## config.mk

```make
export PLATFORM = sky130hd
export DESIGN_NAME = memory_driver_flat
export DESIGN_NICKNAME = d
export VERILOG_FILES = /design/src/rtl/memory_driver_if.sv /design/src/rtl/memory_driver.sv /design/src/flat_wrapper.sv
export SDC_FILE = /design/constraint.sdc
export NUM_CORES = 1
export LEC_CHECK = 0
export ABC_AREA = 1
export ABC_CLOCK_PERIOD_IN_PS = 3800
export CORE_MARGIN = 3
export CORE_UTILIZATION = 50
export CTS_CLUSTER_SIZE = 24
export DETAILED_ROUTE_END_ITERATION = 16
export GPL_TIMING_DRIVEN = 0
export PLACE_DENSITY = 0.68
export SYNTH_ARGS = -nofsm -noshare
export SYNTH_HDL_FRONTEND = slang
export SYNTH_SLANG_ARGS = --single-unit
```

## constraint.sdc

```tcl
create_clock -name i_clock -period 3.8 [get_ports i_clock]
set_input_delay 0.76 -clock i_clock [delete_from_list [all_inputs] [get_ports i_clock]]
set_output_delay 0.76 -clock i_clock [all_outputs]
set_load 0.05 [all_outputs]
```

## src/rtl/memory_driver_if.sv

```systemverilog
// Bit-level command/data bus of the 8x8 memory driver.
// The controller side uses the master modport; the memory uses the slave modport.
interface memory_driver_if;
  logic i0, i1, i2, i3, i4, i5, i6, i7;
  logic addr0, addr1, addr2;
  logic select;
  logic operation;
  logic o0, o1, o2, o3, o4, o5, o6, o7;

  modport master (
    output i0, i1, i2, i3, i4, i5, i6, i7,
    output addr0, addr1, addr2,
    output select, operation,
    input  o0, o1, o2, o3, o4, o5, o6, o7
  );

  modport slave (
    input  i0, i1, i2, i3, i4, i5, i6, i7,
    input  addr0, addr1, addr2,
    input  select, operation,
    output o0, o1, o2, o3, o4, o5, o6, o7
  );
endinterface

```

## src/rtl/memory_driver.sv

```systemverilog
// 8-word x 8-bit register-file memory with select/operation command decode and a
// registered read bus. Define MEMORY_DRIVER_WRITE_THROUGH_EN to echo write data on the output.
module memory_driver (
  input  logic              i_clock,
  input  logic              i_reset,
  memory_driver_if.slave    bus,
  output logic [1:0]        state_dbg
);

  typedef enum logic [1:0] {
    ST_IDLE  = 2'd0,
    ST_WRITE = 2'd1,
    ST_READ  = 2'd2
  } state_t;

  state_t     state;
  state_t     next_state;
  logic [7:0] mem [8];
  logic [7:0] out_q;
  logic [2:0] addr;
  logic [7:0] data_in;

  assign addr    = {bus.addr2, bus.addr1, bus.addr0};
  assign data_in = {bus.i7, bus.i6, bus.i5, bus.i4, bus.i3, bus.i2, bus.i1, bus.i0};

  // Anything other than a clean 1x pattern (including X/Z) falls to IDLE.
  always_comb begin
    next_state = ST_IDLE;
    case ({bus.select, bus.operation})
      2'b11:   next_state = ST_WRITE;
      2'b10:   next_state = ST_READ;
      default: next_state = ST_IDLE;
    endcase
  end

  always_ff @(posedge i_clock or posedge i_reset) begin
    if (i_reset) begin
      state <= ST_IDLE;
      out_q <= 8'h00;
      for (int i = 0; i < 8; i++) begin
        mem[i] <= 8'h00;
      end
    end else begin
      state <= next_state;
      case (next_state)
        ST_WRITE: begin
          mem[addr] <= data_in;
`ifdef MEMORY_DRIVER_WRITE_THROUGH_EN
          out_q <= data_in;
`endif
        end
        ST_READ: out_q <= mem[addr];
        default: ;
      endcase
    end
  end

  assign state_dbg = state;

  assign bus.o0 = out_q[0];
  assign bus.o1 = out_q[1];
  assign bus.o2 = out_q[2];
  assign bus.o3 = out_q[3];
  assign bus.o4 = out_q[4];
  assign bus.o5 = out_q[5];
  assign bus.o6 = out_q[6];
  assign bus.o7 = out_q[7];

endmodule

```

## src/flat_wrapper.sv

```systemverilog
// flat-port wrapper written by rule: the top's interface ports become plain ports
module memory_driver_flat 
  (i_clock, i_reset, state_dbg, bus_i0, bus_i1, bus_i2, bus_i3, bus_i4, bus_i5, bus_i6, bus_i7, bus_addr0, bus_addr1, bus_addr2, bus_select, bus_operation, bus_o0, bus_o1, bus_o2, bus_o3, bus_o4, bus_o5, bus_o6, bus_o7);
  memory_driver_if bus_i ();
  input  logic i_clock;
  input  logic i_reset;
  output logic [1:0] state_dbg;
  input wire logic [$bits(bus_i.i0)-1:0] bus_i0;
  input wire logic [$bits(bus_i.i1)-1:0] bus_i1;
  input wire logic [$bits(bus_i.i2)-1:0] bus_i2;
  input wire logic [$bits(bus_i.i3)-1:0] bus_i3;
  input wire logic [$bits(bus_i.i4)-1:0] bus_i4;
  input wire logic [$bits(bus_i.i5)-1:0] bus_i5;
  input wire logic [$bits(bus_i.i6)-1:0] bus_i6;
  input wire logic [$bits(bus_i.i7)-1:0] bus_i7;
  input wire logic [$bits(bus_i.addr0)-1:0] bus_addr0;
  input wire logic [$bits(bus_i.addr1)-1:0] bus_addr1;
  input wire logic [$bits(bus_i.addr2)-1:0] bus_addr2;
  input wire logic [$bits(bus_i.select)-1:0] bus_select;
  input wire logic [$bits(bus_i.operation)-1:0] bus_operation;
  output wire logic [$bits(bus_i.o0)-1:0] bus_o0;
  output wire logic [$bits(bus_i.o1)-1:0] bus_o1;
  output wire logic [$bits(bus_i.o2)-1:0] bus_o2;
  output wire logic [$bits(bus_i.o3)-1:0] bus_o3;
  output wire logic [$bits(bus_i.o4)-1:0] bus_o4;
  output wire logic [$bits(bus_i.o5)-1:0] bus_o5;
  output wire logic [$bits(bus_i.o6)-1:0] bus_o6;
  output wire logic [$bits(bus_i.o7)-1:0] bus_o7;
  assign bus_i.i0 = bus_i0;
  assign bus_i.i1 = bus_i1;
  assign bus_i.i2 = bus_i2;
  assign bus_i.i3 = bus_i3;
  assign bus_i.i4 = bus_i4;
  assign bus_i.i5 = bus_i5;
  assign bus_i.i6 = bus_i6;
  assign bus_i.i7 = bus_i7;
  assign bus_i.addr0 = bus_addr0;
  assign bus_i.addr1 = bus_addr1;
  assign bus_i.addr2 = bus_addr2;
  assign bus_i.select = bus_select;
  assign bus_i.operation = bus_operation;
  assign bus_o0 = bus_i.o0;
  assign bus_o1 = bus_i.o1;
  assign bus_o2 = bus_i.o2;
  assign bus_o3 = bus_i.o3;
  assign bus_o4 = bus_i.o4;
  assign bus_o5 = bus_i.o5;
  assign bus_o6 = bus_i.o6;
  assign bus_o7 = bus_i.o7;
  memory_driver u_core (.i_clock(i_clock), .i_reset(i_reset), .bus(bus_i), .state_dbg(state_dbg));
endmodule
```

==> impl_metrics.toml, run 1 <==
[run_status]
status = "completed"

[clock_network]
path_clk_slew_ps = 80
htreeDepth = 3
post_cts_buffers = 0
cts_root_buf = "clkbuf_8"
clockBufferDepth = 2
clkLatencyLatePin_ps = 350
cts_hold_buf = 0
cts_tree = "done"
cts_made_buffers = 9
clkSinkCount = 74
post_cts_resized = 0

[power_and_ir_drop]
combPwrFrac = 0.195
peakVddDrop_mv = 0.263
p_leak_nw = 2.01
fin_total_pwr_mw = 2.13
p_seq_frac = 0.479
sw_frac_of_total = 0.302
internal_power_mw = 1.49
power.share.clock = 0.327
power_density_mw_per_mm2 = 535
power.switching_mw = 0.644

[finish]
fillCellCount = 605
nNetsFinal = 481
fin_util = 0.616
areaGrowthSynthToFinish_pct = 17.0
multi_input_comb_area_mm2 = 0.00124
seqCellArea_mm2 = 0.00185
diodes = 0
layout-drive-gt1-share = 0.110

[yosys]
synth_common_cells = "nand2_1, dfrtp_1, o21ai_1"
synth.most_common_cell = "nand2_1"
ys_seq_area_frac = 0.545
synth_warnings = 0
synth_area_leaders = "dfrtp_1, nand2_1, o21ai_1"
ys_ff_latch = 74
synthesis.nets = 446
synth_top_area_frac = 0.545
syn_area_mm2 = 0.00340
synth_edf_count = 0
ys_async_sr_fraction = 1.00
synth_area_per_cell_um2 = 7.89
syn_inst = 431
synthFlopType = "dfrtp_1"
yosysUniqueCellTypes = 15
synth_area_leader_cell = "dfrtp_1"

[die]
die_w_um = 88.5
num_rows = 29
die_height_um = 88.5
design.die.area_mm2 = 0.00783
initial_utilization = 0.527
io_pins = 25
core_area_mm2 = 0.00646

[critical_path]
slowest_stage = "clkdlybuf4s50_1"
cp_cell_sequence = "clkdlybuf4s50_1"
crit_fanout = 2
crit_required_ps = 3040
path_buf_inv = 1
crit_arrival_ps = 1540
path_delay_family = "buffers and inverters"
r2r_end = "u_core.out_q[2]$_DFFE_PP0N_"
startpoint = "u_core.out_q[1]$_DFFE_PP0N_"
cpPeakStageDelay_ps = 810
worst_setup_path_end_kind = "output port"
r2r_start = "u_core.mem[26]$_DFFE_PP0P_"
ff2ff_setup_slack_ps = 2650
crit_path_start_kind = "register"
path_class = "reg -> out"
ff2ff_path_depth = 5

[timing]
fmax_ghz = 0.435
hold_viol = 0
rsz0062_at_grt = "false"
fin_crit_ps = 2300
fin_ws_ps = 1500
finalSetupViolCount = 0
fin_skew_ps = 10.3
setup_tns_ps = 0
worst_pin_slew_ps = 541
fin_crit_sh = 0.605
relSlewSlack = 0.638
slew_violations = 0

[route]
drcViolationCount = 0
via_per_inst = 5.24
ant_nets = 0
vias = 2873
firstDrtPassIters = 5
wire_per_inst_um = 15.1
drtIter0Drc = 226
drt_wl_total_um = 8280

[global_route]
first_global_vias = 2723
track_usage = 0.241
antenna_found_initial = 0
overflow = 0
grt_start_max_net_pins = 43
grt_first_pass_wirelength_um = 14000

[worst_hold_path]
hold_depth = 2
hold_path.class = "reg -> reg"
holdCritStartpoint = "u_core.mem[33]$_DFFE_PP0P_"
hold_path_end = "u_core.mem[33]$_DFFE_PP0P_"

[placement]
gp_congestion = 0.902
port_buffers = 23
post-place-ws_ps = 1450
place_hpwl_um = 5760

[run]
maxCapViolCount = 0
## power groups by stage
| stage | Combinational, mW | Sequential [mW] | Clock, mW |
|---|---|---|---|
| finish | 0.414 | 1.02 | 0.696 |
| detailed placement | 0.414 | 1.03 | 0 |
| global placement | 0.403 | 1.03 | 0 |
| global route | 0.477 | 1.04 | 0.741 |
| floorplan | 0.251 | 1.06 | 0 |
| CTS | 0.417 | 1.02 | 0.702 |
## final cells by class
class / instances / area share
Buffer: 16 / 0.0201
Clock buffer: 10 / 0.0346
Sequential cell: 74 / 0.466
Clock inverter: 6 / 0.0226
Multi-Input combinational cell: 281 / 0.313
Inverter: 60 / 0.0573
Tap cell: 77 / 0.0242
Timing Repair Buffer: 24 / 0.0629
## worst max path at each step
stage                                          to  slack (ps)  cells past startpoint
floorplan               u_core.mem[0]$_DFFE_PP0P_        1160                      1
global placement    u_core.state_dbg[1]$_DFF_PP0_         -60                      2
detailed placement     u_core.mem[63]$_DFFE_PP0P_        1450                      7
CTS                                        bus_o1        1480                      1
global route                               bus_o1        1450                      1
finish                                     bus_o1        1500                      1
## flip-flops by register name, summed over array words and instances, names as in the netlist
signal            flops
u_core.mem           64
u_core.state_dbg      2
u_core.out_q          8
## placed cells by master (no fill, tap or decap)
master,count
nand3_1,39
nand2_1,130
clkdlybuf4s50_1,23
clkbuf_1,2
o21ai_1,64
bufinv_16,2
inv_2,4
buf_12,1
clkinvlp_4,1
nor2_2,1
clkinv_2,1
clkbuf_8,10
nand2_2,7
a21oi_1,4
or2_2,5
buf_2,13
clkinv_4,2
nor2_1,28
buf_4,1
inv_1,55
dfrtp_1,74
inv_4,1
nor2_4,3
## per-layer routing
layer  share of wire  track usage
met4           0.018       0.0838
met3           0.051       0.0391
met5               0            0
met1            0.48        0.346
met2            0.45        0.373
## metrics by stage
stage                     area (µm²)  cells  hold slack (ps)
after detailed placement        3750    532              477
after global routing            3980    548              511
after global placement          3730    531              464
after floorplan                 3400    431              451
after CTS                       3980    548              497
final                           3980    548              494
## kinds of logic (layout without fill, tap and decap cells)
logic type	after synthesis	in the layout	synth area share
buffers and inverters	76	116	0.0898
flip-flops	74	74	0.545
AND/OR/NAND/NOR	213	213	0.266
AO/OA/AOI/OAI	68	68	0.100
No activity file was read; power rests on OpenSTA's default activity.
==> run 2, diff against run 1 <==
Settings changed: ABC_CLOCK_PERIOD_IN_PS 3800 to 2300.
Clock period 3.8 ns to 2.3 ns, I/O delays scaled along.
==> run 2 against run 1 <==
Compared with the run above: clock-buffer cell count rose by 1; register-to-register slack worse by 1500 ps; sequential share of layout area fell by 0.29 points; worst hold slack lost 2.1 ps; core utilization grew 0.39 points; routed wire length is 0.28% higher.
==> impl_metrics.toml, run 2 (synthesis results as in run 1) <==
[timing]
slew_violations = 0
worst_pin_slew_ps = 787
relSlewSlack = 0.474
fin_crit_sh = 0.850
hold_viol = 0
fin_ws_ps = 344
fin_crit_ps = 1960
rsz0062_at_grt = "false"
holdWs_ps = 492
fmax_ghz = 0.511
fin_skew_ps = 4.93
setup_tns_ps = 0
finalSetupViolCount = 0

[finish]
fin_util = 0.620
layout-drive-gt1-share = 0.110
nNetsFinal = 481
instances_no_fill = 548
fin_area_mm2 = 0.00400
fillCellCount = 597
diodes = 0
final_cell_mix = "nand2_1, dfrtp_1, o21ai_1, inv_1, nand3_1"
top_register = "u_core.mem"
final_common_cell = "nand2_1"
areaGrowthSynthToFinish_pct = 17.7
largest_reg_flops = 64

[placement]
placed_area_mm2 = 0.00375
port_buffers = 23
gp_congestion = 0.875
placed_cells = 532
post-place-ws_ps = 225
place_hpwl_um = 5770

[clock_network]
cts_made_buffers = 9
clkLatencyLatePin_ps = 340
cts_root_buf = "clkbuf_8"
clockBufferDepth = 2
htreeDepth = 3
path_clk_slew_ps = 80
cts_tree = "done"
clkSinkCount = 74
post_cts_buffers = 0
cts_hold_buf = 0
post_cts_resized = 0

[route]
drcViolationCount = 0
wire_per_inst_um = 15.2
ant_nets = 0
via_per_inst = 5.24
firstDrtPassIters = 5
vias = 2871
drtIter0Drc = 292
drt_wl_total_um = 8310

[critical_path]
worst_setup_path_end_kind = "output port"
crit_required_ps = 1840
cp_cell_sequence = "clkdlybuf4s50_1"
slowest_stage = "clkdlybuf4s50_1"
path_buf_inv = 1
crit_path_start_kind = "register"
crit_arrival_ps = 1500
path_delay_family = "buffers and inverters"
cpPeakStageDelay_ps = 800
crit_fanout = 2
path_class = "reg -> out"

[die]
die_w_um = 88.5
num_rows = 29
die_height_um = 88.5
io_pins = 25
design.die.area_mm2 = 0.00783
initial_utilization = 0.527
core_area_mm2 = 0.00646

[power_and_ir_drop]
power_density_mw_per_mm2 = 905
fin_total_pwr_mw = 3.62
p_leak_nw = 2.03
peakVddDrop_mv = 0.437

[global_route]
first_global_vias = 2589
overflow = 0
grt_first_pass_wirelength_um = 13600
grt_start_max_net_pins = 40
track_usage = 0.235
antenna_found_initial = 0

[run_status]
status = "completed"

[worst_hold_path]
hold_path.class = "reg -> reg"

[run]
maxCapViolCount = 0
-- run 2: path summary, 6_finish.rpt --
| kind | endpoint | cells after the start | slack (ps) | startpoint |
|---|---|---|---|---|
| min in group asynchronous | u_core.mem[4]$_DFFE_PP0P_ | 2 | 590 | i_reset |
| worst max-delay path | bus_o4 | 1 | 340 | u_core.out_q[4]$_DFFE_PP0N_ |
| worst min register to register | u_core.mem[47]$_DFFE_PP0P_ | 2 | 490 | u_core.mem[47]$_DFFE_PP0P_ |
| max in group asynchronous | u_core.mem[45]$_DFFE_PP0P_ | 3 | 1070 | i_reset |
| worst min-delay path | u_core.mem[47]$_DFFE_PP0P_ | 2 | 490 | u_core.mem[47]$_DFFE_PP0P_ |
| worst max register to register | u_core.out_q[5]$_DFFE_PP0N_ | 5 | 1120 | u_core.mem[29]$_DFFE_PP0P_ |
-- run 2: cell type report --
cell class	instances	area (µm²)	share of cell area
plain buffers	16	80.1	0.0200
clock buffers	11	151	0.0378
clock inverters	5	100	0.0250
inverters	60	229	0.0572
multi-input cells	281	1240	0.311
flip-flops and latches	74	1850	0.463
well taps	77	96.3	0.0241
repair buffers	24	250	0.0625
-- run 2: routing by layer --
metal  GRT usage  share of wire  vias up
li1            -              -     1414
met1       0.355           0.49     1357
met2       0.339           0.45       91
met3      0.0372          0.053        9
met4      0.0948          0.013        0
met5           0              0        -
-- run 2: power breakdown --
group,switching (mW),internal (mW)
Sequential,0.130,1.55
Clock,0.480,0.777
Combinational,0.421,0.261
